==> src/rtl/matrix_line_ctrl_if.sv <==
// Bundle of the pixel stream in, the two line-RAM ports and the 3-row window out.
// The master view belongs to the controller; the slave view belongs to the stream source, the RAMs and the sink.
interface matrix_line_ctrl_if #(
  parameter int DATA_BITWIDTH = 8,
  parameter int ADDR_BITWIDTH = 9
);
  logic                     s_sof;
  logic                     s_eol;
  logic                     s_valid;
  logic [DATA_BITWIDTH-1:0] s_data;
  logic [1:0]               ram_wea;
  logic [ADDR_BITWIDTH-1:0] ram_addra;
  logic [DATA_BITWIDTH-1:0] ram_dina;
  logic                     ram_enb;
  logic [ADDR_BITWIDTH-1:0] ram_addrb;
  logic [DATA_BITWIDTH-1:0] ram_doutb0;
  logic [DATA_BITWIDTH-1:0] ram_doutb1;
  logic                     m_valid;
  logic [DATA_BITWIDTH-1:0] m_row0;
  logic [DATA_BITWIDTH-1:0] m_row1;
  logic [DATA_BITWIDTH-1:0] m_row2;
  logic                     m_sol;
  logic                     m_eol;
  logic                     line_err;

  modport master (
    input  s_sof, s_eol, s_valid, s_data, ram_doutb0, ram_doutb1,
    output ram_wea, ram_addra, ram_dina, ram_enb, ram_addrb,
    output m_valid, m_row0, m_row1, m_row2, m_sol, m_eol, line_err
  );

  modport slave (
    output s_sof, s_eol, s_valid, s_data, ram_doutb0, ram_doutb1,
    input  ram_wea, ram_addra, ram_dina, ram_enb, ram_addrb,
    input  m_valid, m_row0, m_row1, m_row2, m_sol, m_eol, line_err
  );
endinterface

==> src/rtl/matrix_line_ctrl.sv <==
// Line-buffer sequencer for the 3x3 window generator: rotates two read-before-write
// line RAMs and returns current / previous / line-before rows for every pixel.
module matrix_line_ctrl #(
  parameter int IMG_WIDTH     = 300,
  parameter int ADDR_BITWIDTH = $clog2(IMG_WIDTH + 1),
  parameter int DATA_BITWIDTH = 8,
  parameter int RAM_DELAY     = 2
) (
  input  logic              clk,
  input  logic              rst_n,
  matrix_line_ctrl_if.master bus
);
  typedef enum logic [1:0] {IDLE, FILL0, FILL1, RUN} state_t;

  localparam logic [ADDR_BITWIDTH-1:0] COL_LAST = ADDR_BITWIDTH'(IMG_WIDTH - 1);
  localparam int                       L        = RAM_DELAY - 1;

  state_t                   state_q, state_d;
  logic [ADDR_BITWIDTH-1:0] col_q, col_d;
  logic                     wr_sel_q, wr_sel_d;
  logic                     err_q, err_d;

  logic                     sof_hit, accept, col_last, line_end, sel_eff;
  state_t                   st_eff;
  logic [ADDR_BITWIDTH-1:0] col_eff;

  logic                     dly_vld_q  [RAM_DELAY];
  logic [DATA_BITWIDTH-1:0] dly_data_q [RAM_DELAY];
  logic                     dly_sol_q  [RAM_DELAY];
  logic                     dly_eol_q  [RAM_DELAY];
  logic                     dly_sel_q  [RAM_DELAY];
  state_t                   dly_st_q   [RAM_DELAY];

  always_ff @(posedge clk or negedge rst_n) begin
    if (!rst_n) begin
      state_q  <= IDLE;
      col_q    <= '0;
      wr_sel_q <= 1'b0;
      err_q    <= 1'b0;
    end else begin
      state_q  <= state_d;
      col_q    <= col_d;
      wr_sel_q <= wr_sel_d;
      err_q    <= err_d;
    end
  end

  // A frame start overrides the registered position so that pixel lands as column 0 of FILL0.
  always_comb begin
    state_d  = state_q;
    col_d    = col_q;
    wr_sel_d = wr_sel_q;
    err_d    = err_q;

    sof_hit  = bus.s_valid & bus.s_sof;
    accept   = bus.s_valid & (bus.s_sof | (state_q != IDLE));
    st_eff   = sof_hit ? FILL0 : state_q;
    col_eff  = sof_hit ? '0 : col_q;
    sel_eff  = sof_hit ? 1'b0 : wr_sel_q;
    col_last = (col_eff == COL_LAST);
    line_end = bus.s_eol | col_last;

    if (accept) begin
      if (line_end) begin
        col_d    = '0;
        wr_sel_d = ~sel_eff;
        state_d  = (st_eff == FILL0) ? FILL1 : RUN;
      end else begin
        col_d    = col_eff + ADDR_BITWIDTH'(1);
        wr_sel_d = sel_eff;
        state_d  = st_eff;
      end
      if (bus.s_eol ^ col_last) err_d = 1'b1;
    end

    bus.ram_wea   = accept ? (sel_eff ? 2'b10 : 2'b01) : 2'b00;
    bus.ram_addra = col_eff;
    bus.ram_addrb = col_eff;
    bus.ram_dina  = bus.s_data;
    bus.ram_enb   = accept;
  end

  // Pixel side-band delayed to line up with the RAM read data.
  always_ff @(posedge clk or negedge rst_n) begin
    if (!rst_n) begin
      for (int i = 0; i < RAM_DELAY; i++) begin
        dly_vld_q[i]  <= 1'b0;
        dly_data_q[i] <= '0;
        dly_sol_q[i]  <= 1'b0;
        dly_eol_q[i]  <= 1'b0;
        dly_sel_q[i]  <= 1'b0;
        dly_st_q[i]   <= IDLE;
      end
    end else begin
      dly_vld_q[0]  <= accept;
      dly_data_q[0] <= accept ? bus.s_data : '0;
      dly_sol_q[0]  <= accept & (col_eff == '0);
      dly_eol_q[0]  <= accept & line_end;
      dly_sel_q[0]  <= sel_eff;
      dly_st_q[0]   <= st_eff;
      for (int i = 1; i < RAM_DELAY; i++) begin
        dly_vld_q[i]  <= dly_vld_q[i-1];
        dly_data_q[i] <= dly_data_q[i-1];
        dly_sol_q[i]  <= dly_sol_q[i-1];
        dly_eol_q[i]  <= dly_eol_q[i-1];
        dly_sel_q[i]  <= dly_sel_q[i-1];
        dly_st_q[i]   <= dly_st_q[i-1];
      end
    end
  end

  // Row 1/2 come straight off the RAM read ports; the selects and masks are registered.
  assign bus.m_valid  = dly_vld_q[L];
  assign bus.m_row0   = dly_data_q[L];
  assign bus.m_row1   = (dly_vld_q[L] && dly_st_q[L] != FILL0) ?
                        (dly_sel_q[L] ? bus.ram_doutb0 : bus.ram_doutb1) : '0;
  assign bus.m_row2   = (dly_vld_q[L] && dly_st_q[L] == RUN) ?
                        (dly_sel_q[L] ? bus.ram_doutb1 : bus.ram_doutb0) : '0;
  assign bus.m_sol    = dly_sol_q[L];
  assign bus.m_eol    = dly_eol_q[L];
  assign bus.line_err = err_q;
endmodule
==> src/flat_wrapper.sv <==
// flat-port wrapper written by rule: the top's interface ports become plain ports
module matrix_line_ctrl_flat 
#(
  parameter int IMG_WIDTH     = 300,
  parameter int ADDR_BITWIDTH = $clog2(IMG_WIDTH + 1),
  parameter int DATA_BITWIDTH = 8,
  parameter int RAM_DELAY     = 2
)
  (clk, rst_n, bus_s_sof, bus_s_eol, bus_s_valid, bus_s_data, bus_ram_doutb0, bus_ram_doutb1, bus_ram_wea, bus_ram_addra, bus_ram_dina, bus_ram_enb, bus_ram_addrb, bus_m_valid, bus_m_row0, bus_m_row1, bus_m_row2, bus_m_sol, bus_m_eol, bus_line_err);
  matrix_line_ctrl_if #(.DATA_BITWIDTH(DATA_BITWIDTH), .ADDR_BITWIDTH(ADDR_BITWIDTH)) bus_i ();
  input  logic clk;
  input  logic rst_n;
  input wire logic [$bits(bus_i.s_sof)-1:0] bus_s_sof;
  input wire logic [$bits(bus_i.s_eol)-1:0] bus_s_eol;
  input wire logic [$bits(bus_i.s_valid)-1:0] bus_s_valid;
  input wire logic [$bits(bus_i.s_data)-1:0] bus_s_data;
  input wire logic [$bits(bus_i.ram_doutb0)-1:0] bus_ram_doutb0;
  input wire logic [$bits(bus_i.ram_doutb1)-1:0] bus_ram_doutb1;
  output wire logic [$bits(bus_i.ram_wea)-1:0] bus_ram_wea;
  output wire logic [$bits(bus_i.ram_addra)-1:0] bus_ram_addra;
  output wire logic [$bits(bus_i.ram_dina)-1:0] bus_ram_dina;
  output wire logic [$bits(bus_i.ram_enb)-1:0] bus_ram_enb;
  output wire logic [$bits(bus_i.ram_addrb)-1:0] bus_ram_addrb;
  output wire logic [$bits(bus_i.m_valid)-1:0] bus_m_valid;
  output wire logic [$bits(bus_i.m_row0)-1:0] bus_m_row0;
  output wire logic [$bits(bus_i.m_row1)-1:0] bus_m_row1;
  output wire logic [$bits(bus_i.m_row2)-1:0] bus_m_row2;
  output wire logic [$bits(bus_i.m_sol)-1:0] bus_m_sol;
  output wire logic [$bits(bus_i.m_eol)-1:0] bus_m_eol;
  output wire logic [$bits(bus_i.line_err)-1:0] bus_line_err;
  assign bus_i.s_sof = bus_s_sof;
  assign bus_i.s_eol = bus_s_eol;
  assign bus_i.s_valid = bus_s_valid;
  assign bus_i.s_data = bus_s_data;
  assign bus_i.ram_doutb0 = bus_ram_doutb0;
  assign bus_i.ram_doutb1 = bus_ram_doutb1;
  assign bus_ram_wea = bus_i.ram_wea;
  assign bus_ram_addra = bus_i.ram_addra;
  assign bus_ram_dina = bus_i.ram_dina;
  assign bus_ram_enb = bus_i.ram_enb;
  assign bus_ram_addrb = bus_i.ram_addrb;
  assign bus_m_valid = bus_i.m_valid;
  assign bus_m_row0 = bus_i.m_row0;
  assign bus_m_row1 = bus_i.m_row1;
  assign bus_m_row2 = bus_i.m_row2;
  assign bus_m_sol = bus_i.m_sol;
  assign bus_m_eol = bus_i.m_eol;
  assign bus_line_err = bus_i.line_err;
  matrix_line_ctrl #(.IMG_WIDTH(IMG_WIDTH), .ADDR_BITWIDTH(ADDR_BITWIDTH), .DATA_BITWIDTH(DATA_BITWIDTH), .RAM_DELAY(RAM_DELAY)) u_core (.clk(clk), .rst_n(rst_n), .bus(bus_i));
endmodule
==> config.mk <==
export PLATFORM = sky130hd
export DESIGN_NAME = matrix_line_ctrl_flat
export DESIGN_NICKNAME = d
export VERILOG_FILES = /design/src/rtl/matrix_line_ctrl_if.sv /design/src/rtl/matrix_line_ctrl.sv /design/src/flat_wrapper.sv
export SDC_FILE = /design/constraint.sdc
export NUM_CORES = 1
export LEC_CHECK = 0
export CAP_MARGIN = 20
export CORE_UTILIZATION = 45
export CTS_CLUSTER_DIAMETER = 40
export DETAILED_ROUTE_END_ITERATION = 8
export PLACE_DENSITY = 0.94
export SYNTH_ARGS = -nofsm -noshare
export SYNTH_HDL_FRONTEND = slang
export SYNTH_SLANG_ARGS = --single-unit
export TNS_END_PERCENT = 100
==> constraint.sdc <==
create_clock -name clk -period 2.55 [get_ports clk]
set_clock_uncertainty 0.05 [all_clocks]
set_input_delay 0.51 -clock clk [delete_from_list [all_inputs] [get_ports clk]]
set_output_delay 0.51 -clock clk [all_outputs]
set_load 0.1 [all_outputs]
==> results of run 1 <==
==> worst max-delay path: stages <==
cell                              delay, ns
sky130_fd_sc_hd__clkdlybuf4s50_1       0.48
sky130_fd_sc_hd__nand2_1               0.08
sky130_fd_sc_hd__buf_4                 0.19
sky130_fd_sc_hd__nand2_1               0.16
sky130_fd_sc_hd__inv_1                 0.09
sky130_fd_sc_hd__nor2_2                0.16
sky130_fd_sc_hd__buf_12                0.19
==> power groups by stage <==
stage | Combinational (W) | Clock, W | Sequential [W]
after floorplan | 0.000611 | 0 | 0.000771
after global placement | 0.000928 | 0 | 0.000743
after detailed placement | 0.000950 | 0 | 0.000746
after CTS | 0.000951 | 0.000420 | 0.000734
after global routing | 0.000981 | 0.000452 | 0.000741
final | 0.000945 | 0.000413 | 0.000734
==> kinds of logic after synthesis <==
| group | after synthesis |
|---|---|
| fa+ha+maj | 2 |
| mux | 17 |
| flops | 41 |
| compound gates | 23 |
| xor+xnor | 1 |
| buf+inv | 38 |
| simple gates | 72 |
==> layout by cell type (no fill, tap or decap), types with 2 or more instances in the layout <==
cell type                         Yosys  routed
sky130_fd_sc_hd__o31ai_1              2       2
sky130_fd_sc_hd__nand2_1             11      11
sky130_fd_sc_hd__inv_1                5       5
sky130_fd_sc_hd__clkinv_2             0       2
sky130_fd_sc_hd__nor2_2               0      14
sky130_fd_sc_hd__o21ai_0              2       2
sky130_fd_sc_hd__buf_4               25      22
sky130_fd_sc_hd__and2_2               0       7
sky130_fd_sc_hd__nor2_1              23       5
sky130_fd_sc_hd__a21o_1               3       3
sky130_fd_sc_hd__a21o_2               2       2
sky130_fd_sc_hd__a31oi_1              4       4
sky130_fd_sc_hd__inv_2                2       2
sky130_fd_sc_hd__buf_12               0      45
sky130_fd_sc_hd__nand4_1              3       3
sky130_fd_sc_hd__ha_1                 2       2
sky130_fd_sc_hd__o21ai_1              4       4
sky130_fd_sc_hd__and2_1              18      11
sky130_fd_sc_hd__dfrtp_1             41      40
sky130_fd_sc_hd__clkbuf_8             0       5
sky130_fd_sc_hd__nor2_4               0       4
sky130_fd_sc_hd__clkdlybuf4s50_1      0      26
sky130_fd_sc_hd__nand3b_1             2       2
sky130_fd_sc_hd__nand3_1              4       4
sky130_fd_sc_hd__mux2i_1             17      17
==> cell usage after synthesis (all sizes together), types with 2 or more instances <==
| cell type | count |
|---|---|
| nand3b | 2 |
| ha | 2 |
| and2 | 18 |
| nand4 | 3 |
| buf | 28 |
| a21o | 5 |
| o21ai | 6 |
| nor2 | 23 |
| clkbuf | 3 |
| dfrtp | 41 |
| mux2i | 17 |
| nand2 | 11 |
| a31oi | 4 |
| inv | 7 |
| nand3 | 5 |
| o31ai | 2 |
==> layout make-up <==
type	count	area [sq um]
flip-flops and latches	41	1027
clock inverters	3	17.52
multi-input cells	115	822.0
repair buffers	96	1355
inverters	7	26.28
well taps	50	62.56
clock buffers	5	68.82
fillers	229	764.5
==> metrics by stage <==
stage,utilization,std cells,setup WS [ns],total power [W],cell area [sq um]
global route,0.8155,317,0.07193,0.002174,3379
floorplan,-,194,-0.1038,0.001382,2096
detailed placement,0.7941,309,-0.1167,0.001696,3291
CTS,0.8149,317,0.03023,0.002106,3377
finish,0.8155,317,0.1293,0.002092,3379
global placement,0.7914,308,0.1033,0.001671,3279
==> layer usage <==
metal  part of all wire  vias to the layer above  wire length (microns)  track usage
met5                  0                        -                      0            0
met4              0.022                        0                    107      0.08673
met3               0.10                       12                    516      0.07895
met2               0.52                       88                   2570       0.4163
met1               0.36                      770                   1758       0.2404
li1                   -                      772                      -            -
==> registers in the layout, indices dropped and copies added, names as in the netlist, 2 cells and up <==
name / cells
u_core.state_q: 2
u_core.dly_st_q: 4
u_core.bus.m_row0: 8
u_core.dly_sel_q: 2
u_core.dly_data_q: 8
u_core.col_q: 9
==> worst paths after layout <==
| check | start | slack [ns] | endpoint |
|---|---|---|---|
| max in group asynchronous | rst_n | 1.70 | u_core.bus.m_row0[4] |
| min | rst_n | 0.12 | u_core.col_q[8] |
| min reg2reg | u_core.dly_vld_q[1] | 0.30 | u_core.bus.m_valid |
| max | bus_s_valid | 0.13 | bus_ram_wea[0] |
| min in group clk | u_core.dly_vld_q[1] | 0.30 | u_core.bus.m_valid |
| max reg2reg | u_core.col_q[2] | 0.50 | u_core.col_q[3] |
==> impl_results.rst, run 1 <==
.. list-table::
   :header-rows: 1

   * - Metric
     - Value
   * - Synthesized-area fraction occupied by xor and xnor cells
     - 0.004342
   * - Core region area
     - a little over 4000 sq um
   * - Max Slew Vio Count
     - 0
   * - Initial standard-cell utilization of the core
     - 0.4867
   * - Clock-pin slew of the registers on the worst-case setup and hold paths
     - 0.08 ns
   * - Shortest period the worst path allows
     - 2.421 ns
   * - Power density over the cells
     - 619.2 nW/um^2
   * - Number of top-level pins
     - 86
   * - Slew Limit Headroom
     - 0.5700
   * - Number of antenna violations at the first check in global routing
     - 0
   * - FP Rows
     - 23
   * - Height of the chip
     - around 69 microns
   * - Dominant combinational cell family by area after synthesis
     - simple AND/OR/NAND/NOR gates
   * - Portion of total power attributed to sequential cells
     - 0.351
   * - Portion of total power attributed to combinational logic
     - 0.452
   * - Vias per cell
     - ~5.2
   * - Avg WL per Cell
     - about 16 microns
   * - Count of max-cap constraint violations
     - 0
   * - Required time reported for the critical path endpoint
     - between 1.5 and 2 ns
   * - Global-route wire length before repair
     - between 7000 and 8000 microns
   * - Kind of critical path
     - primary input to primary output
   * - Netlist area before placement
     - 2017 sq um
   * - Pin count of the biggest net entering global routing
     - 24
   * - CTS tree
     - yes
   * - Highest achievable clock rate
     - slightly above 400 MHz
   * - Final-layout setup total negative slack
     - 0 ns
   * - Average cell area after synthesis
     - between 10 and 15 sq um
   * - EDFF count, synth
     - 0
   * - Detailed Route WL
     - between 4000 and 5000 microns
   * - Remaining design rule violation count
     - 0
   * - R2r worst-path depth
     - 8
   * - Layout overhead on the synthesized area
     - 67.56%
   * - Post-synth cell types
     - 39
   * - Number of global-route vias before repair
     - roughly 1600
   * - Register bit count reported by yosys
     - slightly above 40
   * - Clk network pwr share
     - 0.197
   * - Critical path peak fanout
     - 15
   * - Clock Sinks
     - a little over 40
   * - Root buffer cell
     - sky130_fd_sc_hd__clkbuf_8
   * - Share of synthesized cell area in and, or, nand and nor gates
     - 0.1892
   * - Switch share
     - 0.4192
   * - Post-cts sizing count
     - 0
   * - Library cell occupying the most area in the post-synthesis netlist
     - sky130_fd_sc_hd__dfrtp_1
   * - Hold slack
     - between 0.1 and 0.15 ns
   * - Detailed-routing iteration count for the pre-antenna-repair pass
     - 4
   * - Final count of hold timing violations
     - 0
   * - Synth Area in Adders
     - 0.01241
   * - Syn nets
     - approximately 230
   * - Net switching power figure
     - between 0.0008 and 0.0009 W
   * - Path class of the lowest-slack min-delay path
     - primary input to asynchronous set/reset pin
   * - Internal power of the cells
     - around 0.0012 W
   * - Share of synthesized area spent on multiplexers
     - 0.08437
   * - Clock buffer count from CTS
     - 5
   * - Worst skew pair latency
     - 0.30 ns
   * - Weighted congestion reported at the end of routability-driven placement
     - approximately 0.94
   * - Sequential share of the synthesized area
     - 0.5087
   * - Fraction of final layout cells with drive strength greater than 1
     - 0.4195
   * - Area enclosed by the die boundary
     - 4754 sq um
   * - Hold buffer count at cts
     - 0
   * - Grt ovf
     - 0
   * - Number of nets with antenna violations after detailed routing
     - 0
   * - Measured slew at the worst slew-check pin
     - 0.6407 ns
   * - Overall track demand over capacity in global routing
     - 0.2289
   * - Total setup violations reported at the end of the flow
     - 0
   * - Initial DRC Count
     - 60
   * - Clock Tree Buf Depth
     - 2
   * - Total Nets Final
     - 297
   * - Post-synthesis cell count
     - ~190
   * - Leading cell types by total area after synthesis
     - sky130_fd_sc_hd__dfrtp_1 (51%), sky130_fd_sc_hd__buf_4 (9.3%), sky130_fd_sc_hd__mux2i_1 (8.4%)
   * - Unrepaired setup endpoints after global routing
     - false
   * - Fraction of the mapped netlist area in compound gates
     - 0.07878
   * - Arrival time of data at the critical path endpoint
     - about 1.9 ns
   * - Reported leakage power
     - between 1.5 and 2 nW
   * - Share of Yosys cell area claimed by the top area cell type
     - 0.5087
   * - Total number of vias
     - roughly 1600
   * - Number of port buffers
     - 85
   * - Outcome
     - completed
   * - Die X
     - ~70 microns
   * - Element type at the critical path end
     - primary output
   * - Asr flop ratio synth
     - 1.000
   * - Ys flop type
     - sky130_fd_sc_hd__dfrtp_1
   * - Peak supply drop
     - slightly above 0.5 mV
   * - Postcts setup bufs
     - 0
   * - Startpoint Class
     - primary input
   * - Count of H-tree levels built during CTS
     - 2
   * - Number of warning messages in the yosys log
     - 0
   * - DP Wirelength
     - ~3900 microns
   * - Final cycle utilization of the critical path
     - 0.9493
   * - Diode count
     - 0
Power figures use the tool's default switching activity.
==> run 2, diff against run 1 <==
CAP_MARGIN = not set   (was 20)
SLEW_MARGIN = 15   (was not set)
==> run 2 against run 1 <==
Effect of this change: final area decreased by 0.22%; non-clock buffer count down 1; utilization shrank 0.18 points; global-route usage fell by 0.40 points; count of clock-buffer cells in the layout unchanged; wire length shrank 1.2%; combinational power decreased by 0.6%.
==> impl_results.rst, run 2 (synthesized netlist as in run 1, its figures left out) <==
.. list-table::
   :header-rows: 1

   * - Metric
     - Value
   * - Clk network pwr share
     - 0.196 (about the same)
   * - Path class of the lowest-slack min-delay path
     - primary input to asynchronous set/reset pin
   * - Portion of total power attributed to combinational logic
     - 0.451 (about the same)
   * - Element type at the critical path end
     - primary output
   * - Diode count
     - 0 (unchanged)
   * - Root buffer cell
     - sky130_fd_sc_hd__clkbuf_8
   * - Area enclosed by the die boundary
     - 4754 sq um (unchanged)
   * - Count of max-cap constraint violations
     - 0 (unchanged)
   * - Number of port buffers
     - 85 (unchanged)
   * - Avg WL per Cell
     - 15.49 microns (-0.84%)
   * - CTS tree
     - yes
   * - Number of fill cells in the layout
     - 235 (+2.6%)
   * - Portion of total power attributed to sequential cells
     - 0.353 (+0.002)
   * - Switch share
     - 0.4178 (-0.001340)
   * - Number of top-level pins
     - 86 (unchanged)
   * - Hold buffer count at cts
     - 0 (unchanged)
   * - Count of buffering cells on the critical path with inverters included
     - 4 (unchanged)
   * - Net switching power figure
     - 0.0008701 W (-0.80%)
   * - Clock buffer count from CTS
     - 5 (unchanged)
   * - Overall power after layout
     - 0.002082 W (-0.48%)
   * - Detailed-routing iteration count for the pre-antenna-repair pass
     - 4 (unchanged)
   * - Total number of vias
     - 1643 (+0.061%)
   * - Initial standard-cell utilization of the core
     - 0.4867 (unchanged)
   * - Setup slack at placement
     - -0.1055 ns (+0.01121 ns)
   * - Total Nets Final
     - 296 (-0.34%)
   * - Worst-case setup margin in the final layout
     - 0.1565 ns (+0.02721 ns)
   * - Grt ovf
     - 0 (unchanged)
   * - Unrepaired setup endpoints after global routing
     - false
   * - Kind of critical path
     - primary input to primary output
   * - Startpoint Class
     - primary input
   * - Core region area
     - 4144 sq um (unchanged)
   * - Reported leakage power
     - 1.535 nW (-0.34%)
   * - Slew Limit Headroom
     - 0.5335 (-0.03655)
   * - FP Rows
     - 23 (unchanged)
   * - Shortest period the worst path allows
     - 2.393 ns (-0.02721 ns)
   * - Leading cell type in the layout, fill and taps excluded
     - sky130_fd_sc_hd__buf_12
   * - DP Wirelength
     - 3855 microns (-1.8%)
   * - Initial DRC Count
     - 58 (-3.3%)
   * - Height of the chip
     - 68.95 microns (unchanged)
   * - Max Slew Vio Count
     - 0 (unchanged)
   * - Number of instances in the placed design
     - 308 (-0.32%)
   * - Clock Tree Buf Depth
     - 2 (unchanged)
   * - Worst skew pair latency
     - 0.29 ns (about the same)
   * - Pin count of the biggest net entering global routing
     - 24 (unchanged)
   * - Internal power of the cells
     - 0.001212 W (-0.25%)
   * - Largest register by flop count
     - u_core.col_q
   * - Detailed Route WL
     - 4895 microns (-1.2%)
   * - Vias per cell
     - 5.199 (+0.38%)
   * - Final count of hold timing violations
     - 0 (unchanged)
   * - Required time reported for the critical path endpoint
     - 1.99 ns (about the same)
   * - Total setup violations reported at the end of the flow
     - 0 (unchanged)
   * - Count of H-tree levels built during CTS
     - 2 (unchanged)
   * - Outcome
     - completed
   * - Peak supply drop
     - 0.4507 mV (-12%)
   * - Number of global-route vias before repair
     - 1621 (-1.5%)
   * - Layout overhead on the synthesized area
     - 67.18%
   * - Critical path peak fanout
     - 15 (unchanged)
   * - Leading cell types in the layout, fill and taps excluded
     - sky130_fd_sc_hd__buf_12 (45), sky130_fd_sc_hd__dfrtp_1 (40), sky130_fd_sc_hd__clkdlybuf4s50_1 (26)
   * - Measured slew at the worst slew-check pin
     - 0.6997 ns (+0.05903 ns)
   * - Arrival time of data at the critical path endpoint
     - 1.83 ns (-0.03 ns)
   * - Final cycle utilization of the critical path
     - 0.9386 (-0.01067)
   * - Hold slack
     - 0.1262 ns (+0.006986 ns)
   * - Fraction of final layout cells with drive strength greater than 1
     - 0.4211 (+0.001577)
   * - Postcts setup bufs
     - 0 (unchanged)
   * - Die X
     - 68.95 microns (unchanged)
   * - Max reg flops
     - 9 (unchanged)
   * - Global-route wire length before repair
     - 7590 microns (about the same)
   * - Worst path top cell family by delay
     - buffers and inverters
   * - Most repeated library cell on the critical path
     - sky130_fd_sc_hd__nand2_1
   * - Slowest Stage Delay on Critical Path
     - 0.48 ns (about the same)
   * - Final cell count without fillers
     - 316 (-0.32%)
   * - Overall track demand over capacity in global routing
     - 0.2249 (-0.003952)
   * - Number of nets with antenna violations after detailed routing
     - 0 (unchanged)
   * - Remaining design rule violation count
     - 0 (unchanged)
   * - Number of antenna violations at the first check in global routing
     - 0 (unchanged)
   * - Slowest stage cell, crit path
     - sky130_fd_sc_hd__clkdlybuf4s50_1
   * - Clock Sinks
     - 41 (unchanged)
   * - Power density over the cells
     - 617.6 nW/um^2 (-0.26%)
   * - Weighted congestion reported at the end of routability-driven placement
     - 0.9375 (unchanged)
   * - Highest achievable clock rate
     - 417.8 MHz (+1.1%)
   * - Clock-pin slew of the registers on the worst-case setup and hold paths
     - 0.08 ns (about the same)
   * - Cell-by-cell listing of the critical path
     - clkdlybuf4s50_1, nand2_1, buf_4, nand2_1, inv_1, nor2_2, buf_12
-- run 2: per-layer routing --
| metal | GRT usage | wire length, microns | part of all wire |
|---|---|---|---|
| met4 | 0.08163 | 80 | 0.016 |
| met3 | 0.07237 | 520 | 0.11 |
| met2 | 0.3981 | 2519 | 0.51 |
| met5 | 0 | 0 | 0 |
| met1 | 0.2508 | 1775 | 0.36 |
-- run 2: area by class of cell --
| cell class | count | area (sq um) | area share |
|---|---|---|---|
| well taps | 50 | 62.56 | 0.01855 |
| flip-flops and latches | 41 | 1027 | 0.3046 |
| clock inverters | 3 | 17.52 | 0.005195 |
| multi-input cells | 115 | 825.8 | 0.2449 |
| inverters | 7 | 26.28 | 0.007792 |
| clock buffers | 5 | 68.82 | 0.02041 |
| repair buffers | 95 | 1344 | 0.3985 |
-- run 2: worst register-to-register path, stage by stage (launching register included) --
cell	delay (ns)
sky130_fd_sc_hd__dfrtp_1	0.46
sky130_fd_sc_hd__nor4_1	0.38
sky130_fd_sc_hd__nand3_1	0.18
sky130_fd_sc_hd__ha_1	0.25
sky130_fd_sc_hd__inv_2	0.09
sky130_fd_sc_hd__nor4b_2	0.05
sky130_fd_sc_hd__buf_4	0.15
sky130_fd_sc_hd__and3b_1	0.17
sky130_fd_sc_hd__a21o_1	0.15
-- run 2: per-stage QoR --
| stage | cell area (sq um) | util | setup TNS (ns) |
|---|---|---|---|
| 2_1_floorplan | 2096 | - | -0.4153 |
| 3_5_place_dp | 3279 | 0.7914 | -0.2295 |
| 6_report | 3372 | 0.8137 | 0 |
| 3_3_place_gp | 3279 | 0.7914 | 0 |
| 5_1_grt | 3372 | 0.8137 | 0 |
| 4_1_cts | 3366 | 0.8122 | 0 |
-- run 2: path summary, 6_finish.rpt --
| kind | startpoint | to | slack (ns) | cells past startpoint |
|---|---|---|---|---|
| worst min-delay path | rst_n | u_core.state_q[0] | 0.13 | 1 |
| max in group asynchronous | rst_n | u_core.dly_data_q[9] | 1.69 | 2 |
| worst min register to register | u_core.dly_data_q[15] | u_core.bus.m_row0[7] | 0.30 | 0 |
| worst max-delay path | bus_s_valid | bus_ram_wea[0] | 0.16 | 7 |
| min in group clk | u_core.dly_data_q[15] | u_core.bus.m_row0[7] | 0.30 | 0 |
| worst max register to register | u_core.col_q[2] | u_core.col_q[3] | 0.52 | 8 |
-- run 2: power by group through the flow --
stage / combinational, W / clock (W) / sequential, W
after CTS: 0.000945 / 0.000421 / 0.000734
after global routing: 0.000977 / 0.000448 / 0.000743
after detailed placement: 0.000944 / 0 / 0.000746
after floorplan: 0.000611 / 0 / 0.000771
after global placement: 0.000928 / 0 / 0.000743
final: 0.000939 / 0.000407 / 0.000736
-- run 2: repair_timing --
action | CTS | global route
setup endpoints to repair | 0 | 1
hold endpoints to repair | 0 | 0
resized for setup | 0 | 1
==> run 3, diff against run 2 <==
RECOVER_POWER = 50   (was not set)
==> run 3 against run 2 <==
Effect of this change: wire length is 0.49% lower; global-route usage stayed put; combinational power is 1% lower; register-to-register slack hardly changed; die area stayed put; final area is 1.4% lower; worst setup slack better by 0.0020 ns; power is 0.63% lower; non-clock buffer count stayed put; clock power hardly changed; critical endpoint unchanged.
==> impl_results.rst, run 3 (synthesized netlist as in run 1, its figures left out) <==
.. list-table::
   :header-rows: 1

   * - Metric
     - Value
   * - Launching instance or port of the critical path
     - bus_s_valid
   * - Worst skew pair latency
     - 0.29 ns (about the same)
   * - Multi-input gate area in the final layout
     - 825.8 sq um (unchanged)
   * - Remaining design rule violation count
     - 0 (unchanged)
   * - R2r worst-path depth
     - 8 (unchanged)
   * - Max Slew Vio Count
     - 0 (unchanged)
   * - Grt ovf
     - 0 (unchanged)
   * - Clock buffer count from CTS
     - 5 (unchanged)
   * - Worst R2R End
     - u_core.col_q[3]
   * - Detailed Route WL
     - 4871 microns (-0.49%)
   * - Net switching power figure
     - 0.0008691 W (-0.12%)
   * - Hold Path Depth
     - 0
   * - Hold path start
     - u_core.dly_data_q[9]
   * - Pin count of the biggest net entering global routing
     - 24 (unchanged)
   * - Shortest period the worst path allows
     - 2.391 ns (-0.002008 ns)
   * - Outcome
     - completed
   * - Unrepaired setup endpoints after global routing
     - false
   * - Initial standard-cell utilization of the core
     - 0.4867 (unchanged)
   * - Required time reported for the critical path endpoint
     - 1.99 ns (about the same)
   * - Global-route wire length before repair
     - 7590 microns (unchanged)
   * - Total number of vias
     - 1645 (+0.12%)
   * - Switch share
     - 0.4200 (+0.002177)
   * - Slowest stage cell, crit path
     - sky130_fd_sc_hd__clkdlybuf4s50_1
   * - Clock-pin slew of the registers on the worst-case setup and hold paths
     - 0.07 ns (about the same)
   * - Total Nets Final
     - 296 (unchanged)
   * - Final instance area
     - 3326 sq um (-1.4%)
   * - Slew Limit Headroom
     - 0.1929 (-0.3406)
   * - Endpoint with the worst hold slack
     - u_core.bus.m_row0[1]
   * - Area enclosed by the die boundary
     - 4754 sq um (unchanged)
   * - Startpoint Class
     - primary input
   * - Count of max-cap constraint violations
     - 0 (unchanged)
   * - Number of nets with antenna violations after detailed routing
     - 0 (unchanged)
   * - Number of global-route vias before repair
     - 1621 (unchanged)
   * - Portion of total power attributed to sequential cells
     - 0.355 (+0.002)
   * - Core region area
     - 4144 sq um (unchanged)
   * - Leading cell type in the layout, fill and taps excluded
     - sky130_fd_sc_hd__buf_12
   * - Vias per cell
     - 5.206 (+0.12%)
   * - Final-layout setup total negative slack
     - 0 ns (unchanged)
   * - Layout overhead on the synthesized area
     - 64.89%
   * - Critical path peak fanout
     - 15 (unchanged)
   * - Clock Tree Buf Depth
     - 2 (unchanged)
   * - Leading cell types in the layout, fill and taps excluded
     - sky130_fd_sc_hd__buf_12 (45), sky130_fd_sc_hd__dfrtp_1 (40), sky130_fd_sc_hd__clkdlybuf4s50_1 (26)
   * - Portion of total power attributed to combinational logic
     - 0.448 (-0.003)
   * - Count of buffering cells on the critical path with inverters included
     - 4 (unchanged)
   * - Number of port buffers
     - 85 (unchanged)
   * - Root buffer cell
     - sky130_fd_sc_hd__clkbuf_8
   * - CTS tree
     - yes
   * - Placed cell area
     - 3279 sq um (unchanged)
   * - Setup slack at placement
     - -0.1055 ns (unchanged)
   * - Count of H-tree levels built during CTS
     - 2 (unchanged)
   * - Total setup violations reported at the end of the flow
     - 0 (unchanged)
   * - Die X
     - 68.95 microns (unchanged)
   * - Height of the chip
     - 68.95 microns (unchanged)
   * - Path class of the lowest-slack min-delay path
     - register to register
   * - Cell-by-cell listing of the critical path
     - clkdlybuf4s50_1, nand2_1, buf_4, nand2_1, inv_1, nor2_2, buf_12
   * - Number of instances in the placed design
     - 308 (unchanged)
   * - Highest achievable clock rate
     - 418.2 MHz (about the same)
   * - Fraction of final layout cells with drive strength greater than 1
     - 0.3722 (-0.04887)
   * - Core occupancy in the finished layout
     - 0.8025 (-0.01117)
   * - Weighted congestion reported at the end of routability-driven placement
     - 0.9375 (unchanged)
   * - Reported leakage power
     - 1.485 nW (-3.2%)
   * - Final cell count without fillers
     - 316 (unchanged)
   * - Measured slew at the worst slew-check pin
     - 1.211 ns (+0.5110 ns)
   * - Most repeated library cell on the critical path
     - sky130_fd_sc_hd__nand2_1
   * - FP Rows
     - 23 (unchanged)
   * - Kind of critical path
     - primary input to primary output
   * - Diode count
     - 0 (unchanged)
   * - Number of antenna violations at the first check in global routing
     - 0 (unchanged)
   * - Number of top-level pins
     - 86 (unchanged)
   * - Element type at the critical path end
     - primary output
   * - Final cycle utilization of the critical path
     - 0.9378 (about the same)
   * - Power density over the cells
     - 622.2 nW/um^2 (+0.75%)
   * - Max reg flops
     - 9 (unchanged)
   * - FF-to-FF Start
     - u_core.col_q[2]
   * - Worst path top cell family by delay
     - buffers and inverters
   * - Worst-case setup margin in the final layout
     - 0.1585 ns (+0.002008 ns)
   * - DP Wirelength
     - 3855 microns (unchanged)
   * - Slowest Stage Delay on Critical Path
     - 0.48 ns (about the same)
   * - Internal power of the cells
     - 0.001200 W (-1.0%)
   * - Detailed-routing iteration count for the pre-antenna-repair pass
     - 4 (unchanged)
   * - Initial DRC Count
     - 47 (-19%)
   * - Overall track demand over capacity in global routing
     - 0.2249 (unchanged)
   * - Clk network pwr share
     - 0.197 (about the same)
   * - Peak supply drop
     - 0.4473 mV (-0.74%)
   * - Register Area
     - 1027 sq um (unchanged)
   * - Avg WL per Cell
     - 15.41 microns (-0.49%)
   * - Number of fill cells in the layout
     - 252 (+7.2%)
   * - Arrival time of data at the critical path endpoint
     - 1.83 ns (about the same)
   * - Largest register by flop count
     - u_core.col_q
   * - Postcts setup bufs
     - 0 (unchanged)
   * - Final count of hold timing violations
     - 0 (unchanged)
   * - Reg-to-reg setup timing slack
     - 0.52 ns (about the same)
   * - Clock Sinks
     - 41 (unchanged)
==> run 3: cell types whose count changed in the layout (fill, tap and decap cells not counted), sizes merged <==
cell,previous run,this run
buf,68,55
clkbuf,5,18
==> run 3: cell type report <==
| class | instances | area share |
|---|---|---|
| clock inverter | 3 | 0.005267 |
| multi-input combinational | 115 | 0.2483 |
| sequential | 41 | 0.3089 |
| tap | 50 | 0.01881 |
| timing repair buffer | 95 | 0.3901 |
| inverter | 7 | 0.007901 |
| clock buffer | 5 | 0.02069 |
==> run 3: worst reg2reg max path, stage by stage, from the launching register on <==
cell and delay [ns]:
sky130_fd_sc_hd__dfrtp_1 0.46, sky130_fd_sc_hd__nor4_1 0.38, sky130_fd_sc_hd__nand3_1 0.18, sky130_fd_sc_hd__ha_1 0.25, sky130_fd_sc_hd__inv_2 0.09, sky130_fd_sc_hd__nor4b_2 0.05
sky130_fd_sc_hd__buf_4 0.15, sky130_fd_sc_hd__and3b_1 0.17, sky130_fd_sc_hd__a21o_1 0.15
==> run 3: power groups by stage <==
stage               Sequential [W]  Combinational, W  Clock, W
floorplan                 0.000771          0.000611         0
global placement          0.000743          0.000928         0
detailed placement        0.000746          0.000944         0
CTS                       0.000734          0.000945  0.000421
global route              0.000743          0.000965  0.000448
finish                    0.000735          0.000927  0.000407
==> run 3: repair_timing <==
action / in CTS / in global routing
setup endpoints to repair: 0 / 1
gates resized for setup: 0 / 1
hold buffers: 0 / 0
==> run 3: metal layers <==
layer	routed length (microns)	global-route usage	up-vias
met4	80	0.08163	0
li1	-	-	773
met5	0	0	-
met1	1763	0.2508	772
met2	2507	0.3981	90
met3	520	0.07237	10
==> run 3: worst max-delay path by stage <==
stage	end	slack, ns	depth (start not counted)
2_1_floorplan	bus_m_row1[0]	-0.10	2
3_3_place_gp	u_core.col_q[5]	0.10	10
3_5_place_dp	u_core.col_q[5]	-0.11	10
4_1_cts	bus_m_row1[6]	0.002	4
5_1_grt	bus_ram_wea[0]	0.07	7
6_report	bus_ram_wea[0]	0.16	7
==> run 3: through the flow <==
stage                     hold slack (ns)  total power [W]
after global placement             0.2816         0.001671
final                              0.3012         0.002069
after CTS                          0.1380         0.002101
after floorplan                    0.1644         0.001382
after detailed placement           0.2855         0.001691
after global routing               0.3056         0.002155
